File: src/rtl/serial_adder.sv
// serial_adder -- digit-serial adder/subtractor.
//
// Adds two WIDTH-bit operands DIGIT bits per clock, LSB digit first, through a
// DIGIT-bit ripple full-adder chain. An operation takes N = WIDTH/DIGIT RUN
// cycles. Results are loaded into the output registers only on the last RUN
// edge, so partial sums never appear on F.
//
// Parameters:
//   WIDTH  operand/result width (>= 2)
//   DIGIT  bits added per clock; WIDTH must be a multiple of DIGIT
//
// Ports:
//   clk        rising-edge clock
//   rst        synchronous active-high reset
//   start      request to begin an operation (accepted in IDLE or DONE)
//   A, B       operands, sampled only at the accepting edge
//   C0         carry-in
//   SUB        0: A+B+C0   1: A+~B+(C0^1)
//   F          registered result (mod 2^WIDTH)
//   C1         registered carry-out of the MSB (in SUB mode 1 = no borrow)
//   V          registered signed overflow (carry into MSB ^ carry out of MSB)
//   busy       high while in RUN
//   done       one-cycle pulse (DONE state) marking new F/C1/V
//   dbg_state  current FSM state encoding (0 IDLE, 1 RUN, 2 DONE)
//
// Handshake: start is a level sampled at each rising edge; it is accepted
// only when busy is low, and the accepted operation's result is announced
// by done exactly N edges later. start seen while busy is dropped.
module serial_adder #(
  parameter int WIDTH = 8,
  parameter int DIGIT = 1
) (
  input  logic             clk,
  input  logic             rst,
  input  logic             start,
  input  logic [WIDTH-1:0] A,
  input  logic [WIDTH-1:0] B,
  input  logic             C0,
  input  logic             SUB,
  output logic [WIDTH-1:0] F,
  output logic             C1,
  output logic             V,
  output logic             busy,
  output logic             done,
  output logic [1:0]       dbg_state
);

  localparam int N     = WIDTH / DIGIT;
  localparam int CNT_W = (N > 1) ? $clog2(N) : 1;
  localparam logic [CNT_W-1:0] CNT_LAST = CNT_W'(N - 1);

  typedef enum logic [1:0] {
    S_IDLE = 2'd0,
    S_RUN  = 2'd1,
    S_DONE = 2'd2
  } state_t;

  state_t           state_q, state_d;
  logic [WIDTH-1:0] a_q, a_d;
  logic [WIDTH-1:0] b_q, b_d;
  logic [WIDTH-1:0] sum_q, sum_d;
  logic             carry_q, carry_d;
  logic [CNT_W-1:0] cnt_q, cnt_d;
  logic [WIDTH-1:0] f_q, f_d;
  logic             c1_q, c1_d;
  logic             v_q, v_d;

  // Ripple chain over the current low digit of the shifting operands.
  // chain[i] is the carry into bit i of the digit; chain[0] is the running carry.
  logic [DIGIT:0]   chain;
  logic [DIGIT-1:0] digit_sum;

  always_comb begin
    chain     = '0;
    digit_sum = '0;
    chain[0]  = carry_q;
    for (int i = 0; i < DIGIT; i++) begin
      digit_sum[i] = a_q[i] ^ b_q[i] ^ chain[i];
      chain[i+1]   = (a_q[i] & b_q[i]) | (chain[i] & (a_q[i] ^ b_q[i]));
    end
  end

  always_comb begin
    state_d = state_q;
    a_d     = a_q;
    b_d     = b_q;
    sum_d   = sum_q;
    carry_d = carry_q;
    cnt_d   = cnt_q;
    f_d     = f_q;
    c1_d    = c1_q;
    v_d     = v_q;

    case (state_q)
      S_RUN: begin
        a_d     = a_q >> DIGIT;
        b_d     = b_q >> DIGIT;
        // New digit enters at the top; after N shifts it has reached bit 0.
        sum_d   = (sum_q >> DIGIT) | (WIDTH'(digit_sum) << (WIDTH - DIGIT));
        carry_d = chain[DIGIT];
        cnt_d   = cnt_q + CNT_W'(1);
        if (cnt_q == CNT_LAST) begin
          state_d = S_DONE;
          cnt_d   = '0;
          f_d     = sum_d;
          c1_d    = chain[DIGIT];
          // On the last digit chain[DIGIT-1] is the carry into the MSB.
          v_d     = chain[DIGIT] ^ chain[DIGIT-1];
        end
      end
      default: begin  // S_IDLE, S_DONE
        if (start) begin
          state_d = S_RUN;
          a_d     = A;
          b_d     = SUB ? ~B : B;
          carry_d = C0 ^ SUB;
          cnt_d   = '0;
          sum_d   = '0;
        end else begin
          state_d = S_IDLE;
        end
      end
    endcase
  end

  always_ff @(posedge clk) begin
    if (rst) begin
      state_q <= S_IDLE;
      a_q     <= '0;
      b_q     <= '0;
      sum_q   <= '0;
      carry_q <= 1'b0;
      cnt_q   <= '0;
      f_q     <= '0;
      c1_q    <= 1'b0;
      v_q     <= 1'b0;
    end else begin
      state_q <= state_d;
      a_q     <= a_d;
      b_q     <= b_d;
      sum_q   <= sum_d;
      carry_q <= carry_d;
      cnt_q   <= cnt_d;
      f_q     <= f_d;
      c1_q    <= c1_d;
      v_q     <= v_d;
    end
  end

  assign F         = f_q;
  assign C1        = c1_q;
  assign V         = v_q;
  assign busy      = (state_q == S_RUN);
  assign done      = (state_q == S_DONE);
  assign dbg_state = state_q;

endmodule

File: config.mk
export PLATFORM = sky130hd
export DESIGN_NAME = serial_adder
export DESIGN_NICKNAME = d
export VERILOG_FILES = /design/src/rtl/serial_adder.sv
export SDC_FILE = /design/constraint.sdc
export NUM_CORES = 1
export LEC_CHECK = 0
export ABC_AREA = 1
export CORE_MARGIN = 3
export CORE_UTILIZATION = 45
export CTS_CLUSTER_DIAMETER = 80
export DETAILED_ROUTE_END_ITERATION = 7
export HOLD_SLACK_MARGIN = 0.05
export PLACE_DENSITY = 0.7
export SYNTH_ARGS = -nofsm -noshare
export SYNTH_HDL_FRONTEND = slang
export SYNTH_SLANG_ARGS = --single-unit
File: constraint.sdc
create_clock -name clk -period 1.5 [get_ports clk]
set_input_delay 0.45 -clock clk [delete_from_list [all_inputs] [get_ports clk]]
set_output_delay 0.45 -clock clk [all_outputs]
set_load 0.005 [all_outputs]
Word-level counts from Yosys, hierarchy flattened:

Index checks and enable logic that the tools add are counted.

* add/sub/neg operators: 1
* eq/ne operators: 4
* bitwise gates (word level): 9
* muxes and demuxes: 15
* reductions and logical operators: 3

Operators by type and width (count)
* $mux W7: 4
* $mux W8: 3
* $mux W3: 3
* $not A8 Y8: 1
* $or A7 B8 Y8: 1
* $mux W2: 2
* $xor A1 B1 Y1: 4
* $add A3 B1 Y3 const B: 1
* $eq A3 B3 Y1 const B: 1
* $mux W1: 3
* $and A1 B1 Y1: 2
* $eq A2 B1 Y1 const B: 1
* $eq A2 B2 Y1 const B: 1
* $ne A2 B1 Y1 const B: 1
* $reduce_and A2 Y1: 1
* $reduce_bool A2 Y1: 1
* $reduce_or A2 Y1: 1
* $or A1 B1 Y1: 1

* input bits: 21
* output and inout port bits: 14
* register bits after elaboration: 40
* logic and storage cells: 43

Depth between registers and ports, before layout:

* depth after elaboration: 4
* gate-level depth with buffers: 8
* mapped depth without buffers: 6

Worst setup path after synthesis:

Ideal clock, no wire load.

* kind: register to register
* start point: register cnt_q[0]
* end point: register c1_q, in the netlist C1
* arrival time: 1181 ps
* buffers on the path: 1
* cell stages (with the launch flop): 7
* setup slack: 260 ps
* library setup time: 60 ps
* period minus slack after synthesis: 1240 ps
* data required time: 1440 ps
* path through: dfxtp_1 > ha_1 > ha_1 > nand2_1 > clkbuf_1 > nand3_1 > nand2_1

* longest elaborated chain between the ends: 2

Ends and longest elaborated chain
* start: declaration: RTL line 63 `logic [CNT_W-1:0] cnt_q, cnt_d;`
* start signal: assignment: RTL line 143 `cnt_q <= cnt_d;`
* $eq A3 B3 Y1: RTL line 102 `if (cnt_q == CNT_LAST) begin`
* $reduce_and A2 Y1 (no source line)
* end signal: assignment: RTL line 135 `c1_q <= 1'b0;`
* end signal: assignment: RTL line 145 `c1_q <= c1_d;`
* end: declaration: RTL line 65 `logic c1_q, c1_d;`

No other way between the ends.
A chain may end at the register's enable or synchronous reset.

Final worst setup path:

* start point: register state_q[0], in the netlist dbg_state[0]
* end point: output dbg_state[0]

RTL lines
* start: declaration: RTL line 58 `state_t state_q, state_d;`
* start signal: assignment: RTL line 138 `state_q <= state_d;`
* end: declaration: RTL line 45 `output logic [1:0] dbg_state`

No word-level cell between the ends.

==> impl_metrics.env <==
export IMPL_yosysWarnings=0
export IMPL_ff2ff_path_depth=8
export IMPL_place_detailed_hpwl_mm=2.52
export IMPL_synthesis_nets=260
export IMPL_antenna_violations_before_repair=0
export IMPL_setup_viol=0
export IMPL_seq_cells_post_synth=39
export IMPL_post_route_cells_drive_above_1_share_pct=13.5
export IMPL_io_pins=35
export IMPL_setup_worst_path_start_class="flop"
export IMPL_1st_iter_drt_viols=75
export IMPL_place_gp_congestion=0.733
export IMPL_grt_pass1_wl_mm=5.74
export IMPL_clk_latency_ns=0.28
export IMPL_vias=1583
export IMPL_syn_avg_cell_area_sq_um=7.26
export IMPL_die_x_microns=67.7
export IMPL_hold_class="flop to flop"
export IMPL_timing_hold_worst_start="sum_q[1]"
export IMPL_synthCells=236
export IMPL_wl_per_cell_microns=10.7
export IMPL_groute_usage_overall_pct=16.7
export IMPL_clock_sinks=39
export IMPL_ratio_of_total_power_to_cell_area_nw_per_um2=921
export IMPL_crit_path_end_kind="output pin"
export IMPL_worstPathRequired_ns=1.05
export IMPL_yosysSeqAreaShare_pct=45.6
export IMPL_layout_nets=305
export IMPL_setup_worst_path_class="flop to output pin"
export IMPL_whs_path_depth=2
export IMPL_critical_path_reg2reg_endpoint="V"
export IMPL_outcome="finished, final reports clean"
export IMPL_hold_buffers=0
export IMPL_setup_tns_final_ns=0
export IMPL_worst_r2r_setup_slack_ns=0.16
export IMPL_htreeDepth=2
export IMPL_r2r_start="dbg_state[1]"
export IMPL_timing_hold_worst_endpoint="F[0]"
export IMPL_p_r_area_growth_vs_syn_pct=31.6
export IMPL_route_detailed_drc=0
export IMPL_fill_cells=319
export IMPL_grt_ovfl_total=0
export IMPL_crit_path_max_fanout=2
export IMPL_worst_endpoint_arrival_ns=0.98
export IMPL_clock_tree_from_tritoncts="yes"
export IMPL_avgViaCountPerCell=4.84
export IMPL_achievable_frequency_mhz=698
export IMPL_timing_final_hold_violations=0
export IMPL_cts_buffers_inserted=5
export IMPL_cts_root_buffer_cell="clkbuf_8"
export IMPL_placement_rows=21
export IMPL_start_util_pct=49.0
export IMPL_groute_layer_met3_usage_pct=3.33
export IMPL_netlist_area_sq_um=1710
export IMPL_fin_crit_ns=1.43
export IMPL_grt_start_max_net_pins=29
export IMPL_vdd_drop_max_mv=0.579
export IMPL_total_inserted_antenna_cells=0
export IMPL_design_core_area_sq_um=3490
export IMPL_quantity_of_i_o_buffers_inserted_on_ports=34
export IMPL_grt_busiest_layer="met2"
export IMPL_wirelength_mm=3.50
export IMPL_leakage_uw=0.00109
export IMPL_multi_input_area_sq_um=810
export IMPL_actual_transition_at_the_worst_max_transition_pin_ns=0.275
export IMPL_cts_buffer_depth=2
export IMPL_finalClockSkew_ns=0.00154
export IMPL_grt_setup_unrepaired="no"
export IMPL_die_height_microns=67.7
export IMPL_drt_antenna_violating_nets=0
export IMPL_gr_usage_met2_pct=26.9
export IMPL_timing_max_transition_violations_final=0
export IMPL_first_pass_iters=4
export IMPL_grt_pass1_vias=1366
export IMPL_finalPower_uw=2080
export IMPL_global_route_usage_met1_pct=20.4
export IMPL_clk_pin_slew_worst_paths_ns=0.07
export IMPL_regArea_sq_um=788
export IMPL_relative_max_transition_margin_pct=81.6
export IMPL_layout_worst_path_cycle_share_pct=95.5
export IMPL_synth_cell_types=20
export IMPL_die_area_sq_um=4580
export IMPL_max_cap_violations=0
==> synth_stat cells <==
cell type | number | area share [%]
xor2_1 | 1 | 0.51
fa_1 | 1 | 1.2
clkinv_1 | 1 | 0.22
ha_1 | 2 | 1.5
xnor2_1 | 9 | 4.6
nand2_1 | 74 | 16
buf_1 | 1 | 0.22
o21ai_0 | 2 | 0.58
inv_2 | 2 | 0.44
nand3_1 | 39 | 11
clkbuf_1 | 3 | 0.66
inv_1 | 8 | 1.8
nor2_1 | 31 | 6.8
a21oi_1 | 10 | 2.9
buf_4 | 2 | 0.88
nor2_2 | 2 | 0.73
buf_2 | 5 | 1.5
dfxtp_1 | 39 | 46
buf_6 | 3 | 2.0
a21boi_0 | 1 | 0.44
==> worst max-delay path by stage <==
stage	start	end	slack, ns
CTS	dbg_state[1]	F[7]	0.02
global route	dbg_state[0]	dbg_state[0]	0.02
detailed placement	start	b_q[4]	-0.18
global placement	start	carry_q	-0.12
finish	dbg_state[0]	dbg_state[0]	0.07
floorplan	cnt_q[0]	C1	0.26
==> critical path: stages, from the launching register on <==
cell and delay (ns):
dfxtp_2 0.32, buf_4 0.13, dlygate4sd2_1 0.25
==> metrics by stage <==
step / utilization (%) / worst slack [ns] / std cells / hold slack (ns) / cell area, sq um
after floorplan: - / 0.260 / 236 / 0.419 / 1710
after global placement: 61.7 / -0.121 / 318 / 0.437 / 2150
after detailed placement: 61.7 / -0.181 / 318 / 0.441 / 2150
after CTS: 64.2 / 0.0213 / 327 / 0.453 / 2240
after global routing: 64.5 / 0.0189 / 327 / 0.473 / 2250
final: 64.5 / 0.0677 / 327 / 0.452 / 2250
==> state kept, by name, indices dropped and copies added (netlist names) <==
signal	flops
cnt_q	3
dbg_state	2
b_q	8
V	1
sum_q	7
a_q	8
F	8
C1	1
carry_q	1
==> logic make-up after synthesis <==
group / Yosys count / share of synthesized area [%]
AND/OR/NAND/NOR: 146 / 35.1
flip-flops: 39 / 45.6
buffers and inverters: 25 / 7.60
AO/OA/AOI/OAI: 13 / 3.94
XOR/XNOR: 10 / 5.11
adder cells (fa/ha/maj): 3 / 2.63
==> repair_timing <==
action,CTS,global route
setup endpoints to repair,14,10
setup buffers,2,0
resized for setup,27,3
==> layout make-up <==
cell class                 instances  area share (%)
timing repair buffer              52            20.9
sequential                        39            35.0
inverter                          11            1.83
clock inverter                     1           0.222
clock buffer                       6            3.66
multi-input combinational        172            35.9
tap                               46            2.55
==> per-layer routing <==
metal	up-vias	wire length [microns]	share of wire (%)
met5	-	0	0
met4	0	85	2.4
met3	8	167	4.8
met2	42	1640	47
met1	702	1610	46
li1	831	-	-
==> power breakdown <==
| part | internal, uW | total [uW] | switching, uW |
|---|---|---|---|
| clock network | 360 | 696 | 336 |
| logic | 146 | 286 | 140 |
| registers | 1070 | 1090 | 21.5 |
| total | 1580 | 2080 | 497 |
==> layout by cell type, fill, tap and decap left out, types with 2 or more instances in the layout <==
master            n
a21oi_1          10
buf_2             2
buf_4            16
clkbuf_8          6
clkdlybuf4s50_1  20
dfxtp_1          33
dfxtp_2           6
dlygate4sd2_1    12
ha_1              2
inv_1             8
inv_2             2
nand2_1          74
nand3_1          39
nor2_1           30
nor2_2            2
o21ai_0           2
xnor2_1           9
No activity file was read; power rests on OpenSTA's default activity.
